<file path="src/rtl/load_store_unit.sv">
// Load/store unit: sign/zero-extending sub-word loads and posted stores drained through a
// DEPTH-entry buffer, with read-modify-write for partial words on a word-organised memory.
module load_store_unit #(
    parameter int unsigned DEPTH = 4
) (
    input  logic        clk,
    input  logic        reset,
    input  logic [31:0] cpu_address,
    input  logic [31:0] cpu_wdata,
    input  logic [1:0]  cpu_size,
    input  logic        cpu_unsigned,
    input  logic        cpu_read,
    input  logic        cpu_write,
    output logic [31:0] cpu_rdata,
    output logic        stall,
    output logic        misaligned,
    output logic        drained,
    output logic [31:0] mem_address,
    output logic [31:0] mem_wdata,
    output logic        mem_write,
    output logic        mem_read,
    input  logic [31:0] mem_rdata
);
    localparam int unsigned PW = $clog2(DEPTH);
    localparam int unsigned CW = PW + 1;

    typedef enum logic [1:0] {IDLE, MERGE, WRITE} state_e;

    state_e        state_q;
    logic [29:0]   addr_q [DEPTH];
    logic [3:0]    mask_q [DEPTH];
    logic [31:0]   data_q [DEPTH];
    logic [PW-1:0] rd_ptr_q;
    logic [PW-1:0] wr_ptr_q;
    logic [CW-1:0] count_q;
    logic [31:0]   merge_q;

    logic          is_store, is_load, bad_align, full, empty, pop, push;
    logic          conflict, load_go, load_stall, store_stall, port_free;
    logic [29:0]   head_addr;
    logic [3:0]    head_mask;
    logic [31:0]   head_data;
    logic [3:0]    st_mask;
    logic [31:0]   st_data;
    logic [31:0]   lane_word;
    logic [31:0]   merged;
    logic [PW-1:0] rel;
    logic [PW-1:0] idx;

    assign is_store    = cpu_write;
    assign is_load     = cpu_read & ~cpu_write;
    assign bad_align   = (cpu_size == 2'b01) ? cpu_address[0]
                       : (cpu_size[1] ? (cpu_address[1:0] != 2'b00) : 1'b0);
    assign misaligned  = (is_store | is_load) & bad_align;
    assign full        = (count_q == CW'(DEPTH));
    assign empty       = (count_q == '0);
    assign pop         = (state_q == WRITE);
    assign head_addr   = addr_q[rd_ptr_q];
    assign head_mask   = mask_q[rd_ptr_q];
    assign head_data   = data_q[rd_ptr_q];
    assign drained     = empty & (state_q == IDLE);

    // Any live entry (head included) holding the requested word blocks the load.
    always_comb begin
        conflict = 1'b0;
        rel      = '0;
        idx      = '0;
        for (int unsigned i = 0; i < DEPTH; i++) begin
            idx = PW'(i);
            rel = idx - rd_ptr_q;
            if (({1'b0, rel} < count_q) && (addr_q[idx] == cpu_address[31:2]))
                conflict = 1'b1;
        end
    end

    assign load_go     = is_load & ~bad_align & (state_q == IDLE) & ~full & ~conflict;
    assign load_stall  = is_load & ~bad_align & ~load_go;
    assign store_stall = is_store & ~bad_align & full & ~pop;
    assign stall       = load_stall | store_stall;
    assign push        = is_store & ~bad_align & ~store_stall;
    assign port_free   = ~load_go | full;

    always_comb begin
        st_mask = 4'b1111;
        st_data = cpu_wdata;
        case (cpu_size)
            2'b00: begin
                st_mask = 4'b0001 << cpu_address[1:0];
                st_data = cpu_wdata << {cpu_address[1:0], 3'b000};
            end
            2'b01: begin
                st_mask = cpu_address[1] ? 4'b1100 : 4'b0011;
                st_data = cpu_wdata << {cpu_address[1], 4'b0000};
            end
            default: ;
        endcase
    end

    always_comb begin
        merged = mem_rdata;
        for (int unsigned b = 0; b < 4; b++)
            if (head_mask[b]) merged[8*b +: 8] = head_data[8*b +: 8];
    end

    always_comb begin
        lane_word = mem_rdata >> {cpu_address[1:0], 3'b000};
        cpu_rdata = '0;
        if (load_go) begin
            case (cpu_size)
                2'b00: cpu_rdata = cpu_unsigned ? {24'd0, lane_word[7:0]}
                                                : {{24{lane_word[7]}}, lane_word[7:0]};
                2'b01: cpu_rdata = cpu_unsigned ? {16'd0, lane_word[15:0]}
                                                : {{16{lane_word[15]}}, lane_word[15:0]};
                default: cpu_rdata = mem_rdata;
            endcase
        end
    end

    // The read port serves loads while idle and the merge read otherwise.
    always_comb begin
        mem_address = '0;
        mem_wdata   = '0;
        mem_write   = 1'b0;
        mem_read    = 1'b0;
        case (state_q)
            MERGE: begin
                mem_address = {head_addr, 2'b00};
                mem_read    = 1'b1;
            end
            WRITE: begin
                mem_address = {head_addr, 2'b00};
                mem_write   = 1'b1;
                mem_wdata   = (&head_mask) ? head_data : merge_q;
            end
            default: begin
                if (load_go) begin
                    mem_address = {cpu_address[31:2], 2'b00};
                    mem_read    = 1'b1;
                end
            end
        endcase
    end

    always_ff @(posedge clk or posedge reset) begin
        if (reset) begin
            rd_ptr_q <= '0;
            wr_ptr_q <= '0;
            count_q  <= '0;
            for (int unsigned i = 0; i < DEPTH; i++) begin
                addr_q[i] <= '0;
                mask_q[i] <= '0;
                data_q[i] <= '0;
            end
        end else begin
            if (push) begin
                addr_q[wr_ptr_q] <= cpu_address[31:2];
                mask_q[wr_ptr_q] <= st_mask;
                data_q[wr_ptr_q] <= st_data;
                wr_ptr_q         <= wr_ptr_q + PW'(1);
            end
            if (pop) rd_ptr_q <= rd_ptr_q + PW'(1);
            count_q <= count_q + CW'(push) - CW'(pop);
        end
    end

    always_ff @(posedge clk or posedge reset) begin
        if (reset) begin
            state_q <= IDLE;
            merge_q <= '0;
        end else begin
            case (state_q)
                IDLE: if (!empty && port_free) state_q <= (&head_mask) ? WRITE : MERGE;
                MERGE: begin
                    merge_q <= merged;
                    state_q <= WRITE;
                end
                WRITE:   state_q <= IDLE;
                default: state_q <= IDLE;
            endcase
        end
    end
endmodule

</file>
<file path="config.mk">
export PLATFORM = sky130hd
export DESIGN_NAME = load_store_unit
export DESIGN_NICKNAME = d
export VERILOG_FILES = /design/src/rtl/load_store_unit.sv
export SDC_FILE = /design/constraint.sdc
export NUM_CORES = 1
export LEC_CHECK = 0
export CORE_MARGIN = 4
export CORE_UTILIZATION = 43
export DETAILED_ROUTE_END_ITERATION = 7
export PLACE_DENSITY = 0.64
export SLEW_MARGIN = 20
export SYNTH_ARGS = -nofsm -noshare
export SYNTH_HDL_FRONTEND = slang
export SYNTH_SLANG_ARGS = --single-unit
</file>
<file path="constraint.sdc">
create_clock -name clk -period 12.7 [get_ports clk]
set_input_delay 1.27 -clock clk [delete_from_list [all_inputs] [get_ports clk]]
set_output_delay 1.27 -clock clk [all_outputs]
set_load 0.05 [all_outputs]
</file>
* Yosys cells after proc, flatten, opt, wreduce, memory -nomap -nowiden
Cells that the tools add are included.
** Operators by class
- Shift-type cells :: 4
- $lt $le $gt $ge :: 7
- Divide/modulo/power cells :: 0
- $add $sub $neg :: 8
- Bitwise gates (word level) :: 24
- Multiplexer cells :: 45
- Multipliers :: 0
- Reduce and logical (&&, ||, !) cells :: 13
- Equal/unequal tests :: 9
** Operator list (number)
- 32-bit 2-to-1 mux :: 10
- 128-bit bitwise mux :: 1
- 32-bit case mux with 2 select lines :: 2
- 120-bit bitwise mux :: 1
- 30-bit equality test :: 4
- 30-bit 2-to-1 mux :: 3
- 32-bit binary-select mux with 2-bit select :: 1
- 32-bit demux with 2-bit select :: 1
- 32-bit by 5-bit left shift with 32-bit output :: 2
- 30-bit binary-select mux with 2-bit select :: 1
- 30-bit demux with 2-bit select :: 1
- 8-bit 2-to-1 mux :: 4
- 32-bit by 5-bit right shift with 16-bit output :: 1
- 16-bit bitwise mux :: 1
- 4-bit 2-to-1 mux :: 4
- 1-bit bitwise AND :: 12
- 2-bit by 3-bit less-than comparator with 1-bit output :: 4
- 4-bit binary-select mux with 2-bit select :: 1
- 4-bit demux with 2-bit select :: 1
- 1-bit 2-to-1 mux :: 8
- 4-bit case mux with 2 select lines :: 1
- 1-bit NOT :: 7
- 3-bit greater-or-equal comparator, second input constant :: 2
- 1-bit logical AND :: 6
- other kinds (22) :: 31
** Storage, ports and cells
- Latch bits :: 0
- Logic and storage cells :: 127
- ROM bits :: 0
- Bits of input ports :: 103
- Memory bits (writable) :: 0
- Register bits after elaboration :: 305
- Output and inout bits :: 101
- Memories kept :: 0

* Longest topological paths before layout
- Word-level depth :: 14
- Depth in mapped cells :: 14
- Gate-level depth less buffers :: 10

* Worst setup path before layout
No wires, ideal clock.
- Kind :: flip-flop to output port
- Start point :: reg rd_ptr_q[1]
- End point :: out mem_address[17]
- Stages on the path, launching flop included :: 15
- Arrival :: 3.916 ns
- Path slack :: 7.514 ns
- Path through :: dfrtp_1 > clkbuf_1 > clkbuf_1 > buf_1 > xnor2_1 > inv_1 > ha_1 > inv_1 > o2111ai_1 > a2111oi_2 > nor4_2 > buf_6 > buf_2 > nand2_1 > o21ai_0
** Between the ends
- Cells in the longest elaborated chain, start to end :: 11
- Elaborated cells between the ends (all ways) :: 24
- Classes of those cells :: add/sub (4); order compare (4); mux (9); bitwise (3); reduce/logical (4)
** Ends and longest elaborated chain
- start: declaration :: RTL line 33 : logic [PW-1:0] rd_ptr_q;
- start signal: assignment :: RTL line 161 : if (pop) rd_ptr_q <= rd_ptr_q + PW'(1);
- 1-bit by 2-bit subtractor with 2-bit output :: RTL line 70 : rel = idx - rd_ptr_q;
- 2-bit by 3-bit less-than comparator with 1-bit output :: RTL line 71 : if (({1'b0, rel} < count_q) && (addr_q[idx] == cpu_address[31:2]))
- 1-bit logical AND :: RTL line 71
- 1-bit 2-to-1 mux (4 in a row) :: RTL line 71
- 1-bit NOT :: RTL line 76 : assign load_go = is_load & ~bad_align & (state_q == IDLE) & ~full & ~conflict;
- 1-bit bitwise AND :: RTL line 76
- 32-bit 2-to-1 mux :: RTL line 136 : if (load_go) begin
- 32-bit 2-to-1 mux (*) :: RTL line 125 : case (state_q)
- end: declaration :: RTL line 18 : output logic [31:0] mem_address,
Mark *: on every way between the ends. The rest lies on a longest branch, timed or not. The select of a mux whose other input is x is not followed.

* Worst setup path after layout
- Start point :: reg rd_ptr_q[1]
- End point :: out mem_wdata[27]
** Between the ends
- Cells in the longest elaborated chain, start to end :: 7
- Elaborated cells between the ends (all ways) :: 10
- Classes of those cells :: mux (8); bitwise (1); reduce/logical (1)
** Ends and longest elaborated chain
- 2-bit NOT with 3-bit output (not written as such) (*) :: RTL line 59, 60
- 4-bit binary-select mux with 2-bit select :: RTL line 59 : assign head_mask = mask_q[rd_ptr_q];
- 4-bit 2-to-1 mux (not written as such) (2 in a row) :: RTL line 59
- 4-bit AND reduction :: RTL line 133 : mem_wdata = (&head_mask) ? head_data : merge_q;
- 32-bit 2-to-1 mux (*) :: RTL line 133
- 32-bit 2-to-1 mux (*) :: RTL line 125
- end: declaration :: RTL line 19 : output logic [31:0] mem_wdata,
Marks and branches as above.

==> flow_summary_export.csv <==
group,metric,value,unit
worst_setup_path,crit_fanout,48,
clocking,cts_buffer_depth,3,
floorplanning,rows,72,
placement,dp_slack,6350,ps
placement,dpl.hpwl,36000,microns
route,dr.pass1.iters,7,
worst_setup_path,reg2reg_setup_slack,8680,ps
sta,fin_worst_skew,19.0,ps
worst_setup_path,cp_common_cell,"buf_4",
clocking,htreeDepth,2,
clocking,clk_pin_slew_worst_paths,60,ps
synthesis,synthArstFlopShare,100,%
route,highest_layer,"met4",
placement,port-buffer-count,201,
global_routing,grt_overflow,0,
clocking,cts_setup_buffers,0,
route,ant_nets,0,
sta,setup_viol,0,
finish,nets,1910,
route,num_vias,13217,
floorplanning,start_util,43.7,%
floorplanning,boundaryPins,204,
route,wire_per_inst,22.3,microns
global_routing,grt_max_degree,169,
global_routing,track_usage,24.3,%
route,drc,0,
sta,max_freq,0.153,GHz
synthesis,synth.distinct_cells,48,
global_routing,antenna_found_initial,0,
clocking,cts_tree,"done",
clocking,cts_hold_buf,0,
sta,rsz0062_at_grt,"false",
worst_setup_path,worst-path-buf-inv,3,
synthesis,netlist_area,17000,sq um
power_and_ir_drop,leakagePower,0.00865,uW
placement,postPlaceCellArea,19100,sq um
route,dr_wl_met3,4740,microns
power_and_ir_drop,p_per_area,269,nW/um^2
floorplanning,dieArea,42700,sq um
clocking,cts_resized,0,
finish,layout_commonest_cell,"nand2_1",
sta,hold_viol_final,0,
finish,area.growth.synth_to_final,19.4,%
sta,fin_hold_ws,474,ps
sta,period_share,51.6,%
clocking,ctsRootBufferMaster,"clkbuf_16",
worst_setup_path,critPathTopFamily,"buffers and inverters",
synthesis,ys_warn_count,0,
status,status,"finished, final reports clean",
synthesis,syn_avg_cell_area,10.1,sq um
worst_setup_path,cp.arrival,5280,ps
worst_setup_path,critPathKind,"reg2out",
placement,routabilityCongestion,0.915,
clocking,clock_sinks,305,
floorplanning,die_h,207,microns
synthesis,ys.flop_type,"dfrtp_1",
worst_setup_path,cp_cell_sequence,"buf_4 -> mux4_2 -> nand4_1 -> buf_4 -> nand2_1 -> a21boi_0 -> clkdlybuf4s50_1",
sta,fin_tns_setup,0,ps
worst_setup_path,worst_setup_path_end_kind,"output pin",
worst_setup_path,slowest_stage,"clkdlybuf4s50_1",
clocking,insertion_delay,520,ps
sta,drv_slew,0,
clocking,cts-buffers-inserted,34,
worst_setup_path,cpPeakStageDelay,890,ps
sta,layout_min_cycle_time,6550,ps
floorplanning,core_region_area,38800,sq um
global_routing,grt_pass1_wl,79800,microns
synthesis,yosysSeqAreaShare,45.0,%
synthesis,synth_top_area_cell,"dfrtp_1",
route,drt_iter0_markers,982,
sta,tightest_slew,1030,ps
sta,finalWorstSetupSlack,6150,ps
synthesis,synthTopCellsByArea,"dfrtp_1, mux4_2, mux2_2",
finish,drive_gt1_share,15.4,%
synthesis,synth.ff_latch_count,305,
finish,diodes,0,
finish,final_cell_mix,"nand2_1, dfrtp_1, clkdlybuf4s50_1",
route,dr_wl_met2,22900,microns
power_and_ir_drop,peakVddDrop,0.180,mV
run,max_cap_viol_count,0,
min_path,hold_class,"reg2reg",
floorplanning,die_x,207,microns
finish,final_cell_area,20300,sq um
route,wirelength_met1,22900,microns
worst_setup_path,start_kind,"register",
sta,slew_headroom,30.9,%
synthesis,netlist_instances,1687,
route,drt-total-wl,52000,microns
synthesis,synthDominantCellAreaShare,45.0,%
route,viasPerCell,5.66,
worst_setup_path,required,11430,ps
global_routing,grt_pass1_vias,13169,
synthesis,synth_edf_count,0,
[layer usage]
layer / vias up / global-route usage [%]
li1: 6045 / -
met1: 6573 / 34.7
met2: 505 / 36.8
met3: 94 / 6.41
met4: 0 / 6.73
met5: - / 0
[synthesized netlist by cell type, types with 2 or more instances]
| cell | n |
|---|---|
| clkbuf_1 | 65 |
| a21o_1 | 3 |
| a22oi_1 | 15 |
| o2111ai_1 | 3 |
| a222oi_1 | 7 |
| a21oi_1 | 88 |
| mux2_2 | 122 |
| a22o_1 | 7 |
| buf_4 | 7 |
| and2_1 | 9 |
| nand4_1 | 6 |
| a2111oi_2 | 3 |
| nand2b_1 | 2 |
| nand3_1 | 4 |
| xor2_1 | 110 |
| a2111oi_0 | 2 |
| o21ai_1 | 7 |
| dfrtp_1 | 305 |
| xnor2_1 | 15 |
| nand2_1 | 321 |
| buf_1 | 20 |
| mux2i_1 | 18 |
| or2_2 | 5 |
| nor2b_1 | 8 |
| mux4_2 | 66 |
| buf_6 | 11 |
| nor4_1 | 24 |
| nor2_1 | 74 |
| inv_1 | 43 |
| and4_1 | 2 |
| nor3_1 | 6 |
| ha_1 | 13 |
| a21boi_0 | 39 |
| buf_2 | 44 |
| o21ai_0 | 192 |
| o221ai_1 | 8 |
| and3_1 | 2 |
[final cells by class]
type | instances | area, sq um
inverters | 43 | 169
multi-input cells | 1193 | 8510
flip-flops and latches | 305 | 7640
fillers | 3438 | 18600
clock inverters | 12 | 145
clock buffers | 49 | 1020
repair buffers | 216 | 2130
well taps | 518 | 648
[path summary, 6_finish.rpt]
path | to | cells past startpoint | from
hold / removal | data_q[9]$_DFFE_PP0P_ | 2 | data_q[9]$_DFFE_PP0P_
max in group asynchronous | addr_q[4]$_DFFE_PP0P_ | 3 | reset
hold reg to reg | data_q[9]$_DFFE_PP0P_ | 2 | data_q[9]$_DFFE_PP0P_
min in group asynchronous | data_q[54]$_DFFE_PP0P_ | 2 | reset
setup reg to reg | state_q[1]$_DFFE_PP0P_ | 11 | rd_ptr_q[0]$_DFFE_PP0P_
setup / recovery | mem_wdata[27] | 7 | rd_ptr_q[1]$_DFFE_PP0P_
[kinds of logic (layout without fill, tap and decap cells)]
group           Yosys count  after routing  share of synthesized area [%]
simple gates            466            466                           11.4
compound gates          380            380                           13.0
flops                   305            305                           45.0
mux                     206            206                           17.9
buf+inv                 190            320                           5.17
xor+xnor                125            125                           6.46
fa+ha+maj                14             14                           1.08
other cells               1              2                         0.0221
[registers in the layout, summed over array words and instances, names as in the netlist]
register  count
state_q       2
data_q      128
mask_q       16
merge_q      32
rd_ptr_q      2
addr_q      120
wr_ptr_q      2
count_q       3
[worst min-delay path, delay by kind of cell, from the launching register on]
| kind | cells | cell delay (ps) |
|---|---|---|
| compound gates | 1 | 60 |
| simple gates | 1 | 50 |
| flops | 1 | 340 |
[stage by stage]
step	power, uW	std cells	util, %
2_1_floorplan	3630	1688	-
3_3_place_gp	4360	2275	49.2
3_5_place_dp	4430	2275	49.2
4_1_cts	5470	2336	52.1
5_1_grt	5790	2336	52.2
6_report	5460	2336	52.2
[report_power, final]
| part | total [uW] | switching (uW) | internal, uW |
|---|---|---|---|
| clock | 1020 | 404 | 620 |
| combinational | 2620 | 1530 | 1090 |
| sequential | 1820 | 370 | 1450 |
Note: power is estimated with default switching activity, not from simulation.
